==> config.mk <==
export PLATFORM = sky130hd
export DESIGN_NAME = branch_resolve_unit
export DESIGN_NICKNAME = d
export VERILOG_FILES = /design/src/rtl/branch_pkg.sv /design/src/rtl/branch_resolve_unit_eval.sv /design/src/rtl/branch_resolve_unit.sv
export SDC_FILE = /design/constraint.sdc
export NUM_CORES = 1
export LEC_CHECK = 0
export ABC_AREA = 1
export CORE_AREA = 2 2 188 264
export DETAILED_ROUTE_END_ITERATION = 6
export DIE_AREA = 0 0 190 266
export MAX_ROUTING_LAYER = met4
export PLACE_DENSITY = 0.59
export SKIP_CTS_REPAIR_TIMING = 1
export SLEW_MARGIN = 20
export SYNTH_ARGS = -nofsm -noshare
export SYNTH_HDL_FRONTEND = slang
export SYNTH_SLANG_ARGS = --single-unit
==> constraint.sdc <==
create_clock -name clk -period 5.3 [get_ports clk]
set_input_delay 1.59 -clock clk [delete_from_list [all_inputs] [get_ports clk]]
set_output_delay 1.59 -clock clk [all_outputs]
set_load 0.005 [all_outputs]
==> src/rtl/branch_pkg.sv <==
// Shared constants and types for the branch predictor / resolve pair.
package branch_pkg;

    localparam logic [5:0] OP_REGIMM  = 6'b000001;
    localparam logic [3:0] OP_BEQ_GRP = 4'b0001;

    typedef enum logic {
        IDLE = 1'b0,
        PEND = 1'b1
    } brs_state_t;

    // 2-bit saturating counter encoding used by the D-stage predictor tables
    typedef enum logic [1:0] {
        SNT = 2'b00,
        WNT = 2'b01,
        WT  = 2'b11,
        ST  = 2'b10
    } bp_cnt_t;

endpackage

==> src/rtl/branch_resolve_unit_eval.sv <==
// Combinational evaluation of one issue slot: branch decode, condition, next PC.
module branch_eval
    import branch_pkg::*;
(
    input  logic [31:0] instr,
    input  logic [31:0] pc,
    input  logic [31:0] a,
    input  logic [31:0] b,
    output logic        isbranch,
    output logic        likely,
    output logic        actual,
    output logic [31:0] redirect_pc
);

    logic        is_beq_grp;
    logic        is_regimm;
    logic        cond;
    logic [31:0] target;
    logic        unused_fields;

    // Only rs/link bits are irrelevant to direction and target.
    assign unused_fields = ^instr[25:20];

    assign is_beq_grp = (instr[31:28] == OP_BEQ_GRP);
    // rt[3:2]==00 selects bltz/bgez and their -l/-al variants
    assign is_regimm  = (instr[31:26] == OP_REGIMM) && (instr[19:18] == 2'b00);
    assign isbranch   = is_beq_grp | is_regimm;
    assign likely     = is_regimm & instr[17];

    always_comb begin
        cond = 1'b0;
        if (is_beq_grp) begin
            case (instr[27:26])
                2'b00:   cond = (a == b);
                2'b01:   cond = (a != b);
                2'b10:   cond = ($signed(a) <= 32'sd0);
                default: cond = ($signed(a) > 32'sd0);
            endcase
        end else if (is_regimm) begin
            cond = instr[16] ? ~a[31] : a[31];
        end
    end

    assign actual      = isbranch & cond;
    assign target      = pc + 32'd4 + {{14{instr[15]}}, instr[15:0], 2'b00};
    assign redirect_pc = actual ? target : (pc + 32'd8);

endmodule

==> src/rtl/branch_resolve_unit.sv <==
// E-stage branch resolution: predictor training packet, redirect handshake, stats.
module branch_resolve_unit
#(
    parameter int          CNT_W    = 32,
    parameter logic [31:0] RESET_PC = 32'hBFC00000
)
(
    input  logic             clk,
    input  logic             rst,
    input  logic             stallE,
    input  logic             flushE,
    input  logic             valid1E,
    input  logic             valid2E,
    input  logic [31:0]      instr1E,
    input  logic [31:0]      instr2E,
    input  logic [31:0]      pc1E,
    input  logic [31:0]      pc2E,
    input  logic [31:0]      srca1E,
    input  logic [31:0]      srcb1E,
    input  logic [31:0]      srca2E,
    input  logic [31:0]      srcb2E,
    input  logic             pred_take1E,
    input  logic             pred_take2E,
    input  logic             redirect_ready,
    output logic             upd_branch1,
    output logic             upd_branch2,
    output logic             upd_take1,
    output logic             upd_take2,
    output logic [31:0]      upd_pc1,
    output logic [31:0]      upd_pc2,
    output logic             redirect_valid,
    output logic [31:0]      redirect_pc,
    output logic             flush_younger,
    output logic             nullify_ds,
    output logic [CNT_W-1:0] branch_cnt,
    output logic [CNT_W-1:0] mispred_cnt
);
    import branch_pkg::*;

    logic        isb1, isb2, lk1, lk2, act1, act2;
    logic [31:0] rpc1, rpc2;
    logic        res1, res2, mis1, mis2, accept;
    brs_state_t  state, state_nxt;

    branch_eval u_eval1 (
        .instr(instr1E), .pc(pc1E), .a(srca1E), .b(srcb1E),
        .isbranch(isb1), .likely(lk1), .actual(act1), .redirect_pc(rpc1)
    );

    branch_eval u_eval2 (
        .instr(instr2E), .pc(pc2E), .a(srca2E), .b(srcb2E),
        .isbranch(isb2), .likely(lk2), .actual(act2), .redirect_pc(rpc2)
    );

    always_comb begin
        res1      = valid1E & isb1 & ~stallE & ~flushE;
        // a branch sitting in slot 1's delay slot is not resolved
        res2      = valid2E & isb2 & ~(valid1E & isb1) & ~stallE & ~flushE;
        mis1      = res1 & (pred_take1E != act1);
        mis2      = res2 & (pred_take2E != act2);
        accept    = 1'b0;
        state_nxt = state;
        case (state)
            IDLE: begin
                if (mis1 | mis2) begin
                    accept    = 1'b1;
                    state_nxt = PEND;
                end
            end
            PEND: begin
                if (redirect_ready)
                    state_nxt = IDLE;
            end
            default: state_nxt = IDLE;
        endcase
    end

    always_ff @(posedge clk) begin
        if (rst)
            state <= IDLE;
        else
            state <= state_nxt;
    end

    assign redirect_valid = (state == PEND);
    assign flush_younger  = (state == PEND);

    always_ff @(posedge clk) begin
        if (rst) begin
            upd_branch1 <= 1'b0;
            upd_branch2 <= 1'b0;
            upd_take1   <= 1'b0;
            upd_take2   <= 1'b0;
            upd_pc1     <= 32'd0;
            upd_pc2     <= 32'd0;
            nullify_ds  <= 1'b0;
            redirect_pc <= RESET_PC;
            branch_cnt  <= '0;
            mispred_cnt <= '0;
        end else begin
            upd_branch1 <= res1;
            upd_branch2 <= res2;
            upd_take1   <= res1 & act1;
            upd_take2   <= res2 & act2;
            if (res1)
                upd_pc1 <= pc1E;
            if (res2)
                upd_pc2 <= pc2E;
            nullify_ds  <= res1 & lk1 & ~act1;
            branch_cnt  <= branch_cnt + CNT_W'(res1) + CNT_W'(res2);
            if (accept) begin
                redirect_pc <= mis1 ? rpc1 : rpc2;
                mispred_cnt <= mispred_cnt + CNT_W'(1);
            end
        end
    end

endmodule

==> reports/results.txt <==
1st-iter DRT viols: 757
First-pass GRT wire length: 91960 µm
Outcome: finished clean
Post-synth EDFFs: 0
DRT Pass-1 Iters: 7
Hold Path Depth: 2
CTS Sinks: 166
Setup Skew: 9.321 ps
Cells after synthesis: 2279
Row count: 96
Period utilization: 0.9528
Pwr/cell area: 183.3 mW/mm²
CTS tree: yes
ANT nets after route: 0
Mapped cell area: 0.01427 mm²
Ys async rst share: 0
Hold WC Path Type: reg2reg
Layout fillers: 5113
Worst-path cell chain: clkdlybuf4s50_1 -> inv_1 -> nor4_2 -> a31oi_2 -> nor4_2 -> nand2_2 -> fa_2 -> buf_4 -> nor2_2 -> nand3_2 -> nor2_4 -> nand3_1 -> nor3_2 -> nand2_1 -> nor2_4 -> nand4_1 -> nor3_2 -> inv_1 -> nor2_2 -> o21ai_0 -> a21oi_1
Worst-Skew Late Latency: 460 ps
Die area: 0.05054 mm²
Dpl cells: 3330
# DRC: 0
Final critical delay including setup and external delays: 5050 ps
Final setup fails: 0
Routability cong.: 0.9553
Register area share after synthesis: 0.2328
Synth warn: 0
Worst slack, placed: -301.7 ps
Nets: 3102
Critical Path Slowest Stage Cell: clkdlybuf4s50_1
Core footprint: 0.04841 mm²
Post-Route WL: 61150 µm
Vias per cell: 4.901
Largest net degree at the start of global routing: 72
Max clock buf depth: 2
CP endpoint kind: flip-flop
Clock transition at path regs: 70 ps
Worst EP required: 5700 ps
Leak: 8.628 nW
Slew headroom: 0.3014
Max VDD drop: 0.2452 mV
Cell variety after synth: 47
Synth Register Bits: 166
Avg Cell Area, Syn: 6.264 µm²
Number of diodes: 0
Gr usage total: 0.2450
Fin cells: 3366
H-tree levels: 4
I/O Pins: 432
Cts bufs inserted: 17
Most used DFF post-synth: dfxtp_1
Startpoint Class: input pin
Critical path's largest stage delay: 510 ps
Max cap viols: 0
Final Slew Violations: 0
Synthesis-to-layout area growth: 41.06%
Grt ovf: 0
Die W: 190 µm
Vias in the first global route: 16.57k
Final worst slack: 250.4 ps
Die H: 266 µm
Routed vias: 16.50k
Reg2Reg Depth: 16
Crit path max fanout: 4
Starting density of the core: 0.2949
Layout cell share with drive strength beyond 1: 0.05203
Synthesized net count: 2665
Port bufs: 418
Initial antenna violation count: 0
Fmax: 198.0 MHz
Data arrival time of the critical path: 5450 ps
Dpl hpwl: 50990 µm
Worst Setup Path Type: in2reg
Worst slew pin tran: 1047 ps
Root Driver: clkbuf_16
WL/cell: 18.17 µm
Final hold violations: 0
final cells by class:
class	instances	area [µm²]	area share
Tap cell	637	797.0	0.03958
Clock buffer	20	456.7	0.02268
Multi-Input combinational cell	1824	9887	0.4910
Sequential cell	166	3323	0.1650
Clock inverter	12	158.9	0.007892
Inverter	226	848.3	0.04213
Timing Repair Buffer	481	4664	0.2317
metal layers:
metal	wire, µm	vias up	global-route usage
met3	2653	131	0.03398
met4	3563	0	0.1358
met2	32430	479	0.4563
li1	-	8326	-
met1	22500	7562	0.2435
met5	0	-	-
report_power, final:
part	switching (mW)	leakage, nW	internal [mW]
combinational	0.627	6.99	0.478
sequential	0.00321	1.34	1.25
clock	0.593	0.299	0.737
cells in the mapped netlist (2+ instances only):
library cell	count	area, µm²
ha_1	118	1476
dfxtp_1	166	3323
nor3b_1	2	15.01
o211ai_1	4	30.03
a31oi_1	7	43.79
nand3b_1	4	30.03
nor2_2	8	50.05
o21a_1	6	45.04
nor3_1	46	230.2
inv_2	3	11.26
nand2_2	3	18.77
buf_4	9	67.56
nand2_1	608	2282
o21bai_1	3	22.52
nor2_1	297	1115
xnor2_1	63	551.8
nor2_4	3	33.78
or2_0	2	12.51
nor4_1	17	106.4
nand4_1	31	193.9
nand3_1	123	615.6
fa_1	3	60.06
inv_1	223	837.1
nor3_2	4	40.04
a21oi_1	178	890.9
a211oi_1	2	15.01
nand3_2	3	30.03
a21o_1	6	45.04
a31o_2	2	17.52
o21ai_1	4	20.02
buf_1	5	18.77
xor2_1	95	832.1
buf_2	14	70.07
nor3_4	2	32.53
o21ai_0	167	835.8
o22ai_1	3	18.77
clkbuf_1	35	131.4
worst max-delay path: cells and delay by family:
family,cells,cell delay [ps]
compound gates,3,380
simple gates,13,2200
buf+inv,4,850
fa+ha+maj,1,430
cell families (layout without fill, tap and decap cells):
family                     Yosys count  count (layout)  share of synthesized area
and+or+nand+nor                   1159            1159                     0.3412
buffers and inverters              289             739                    0.07959
DFF                                166             166                     0.2328
adders and majority gates          121             121                     0.1076
xor gates and xnor gates           158             158                    0.09694
AOI/OAI and AO/OA                  386             386                     0.1418
path summary, 6_finish.rpt:
| kind | slack (ps) | start | to |
|---|---|---|---|
| min | 460 | redirect_pc[22] | redirect_pc[22] |
| min reg2reg | 460 | redirect_pc[22] | redirect_pc[22] |
| max reg2reg | 2410 | branch_cnt[0] | branch_cnt[31] |
| max | 250 | instr2E[26] | branch_cnt[31] |
per-stage QoR:
stage	hold slack, ps	setup TNS, ps	total power, mW	instance area, µm²	util
2_1_floorplan	446.2	0	1.890	14270	-
4_1_cts	462.0	0	3.732	20040	0.4139
3_5_place_dp	448.3	-2243	2.381	19420	0.4012
3_3_place_gp	443.1	-1964	2.379	19420	0.4012
5_1_grt	478.4	-27.79	3.890	20140	0.4160
6_report	462.3	0	3.691	20140	0.4160
layout by cell type (no fill, tap or decap), types with 17 or more instances in the layout:
cell / instances
nand4_1: 31
o21ai_0: 167
nand2_1: 606
nand3_1: 122
clkbuf_16: 17
nor3_1: 45
inv_1: 221
buf_4: 62
xor2_1: 95
a21oi_1: 178
xnor2_1: 63
clkdlybuf4s50_1: 417
nor2_1: 293
ha_1: 118
dfxtp_1: 166
flip-flops by register name, indices dropped and copies added, names as in the netlist:
register	flops
branch_cnt	32
mispred_cnt	32
redirect_pc	32
upd_pc1	32
upd_pc2	32
flush_younger	1
nullify_ds	1
upd_branch1	1
upd_branch2	1
upd_take1	1
upd_take2	1
Power figures use the tool's default switching activity.
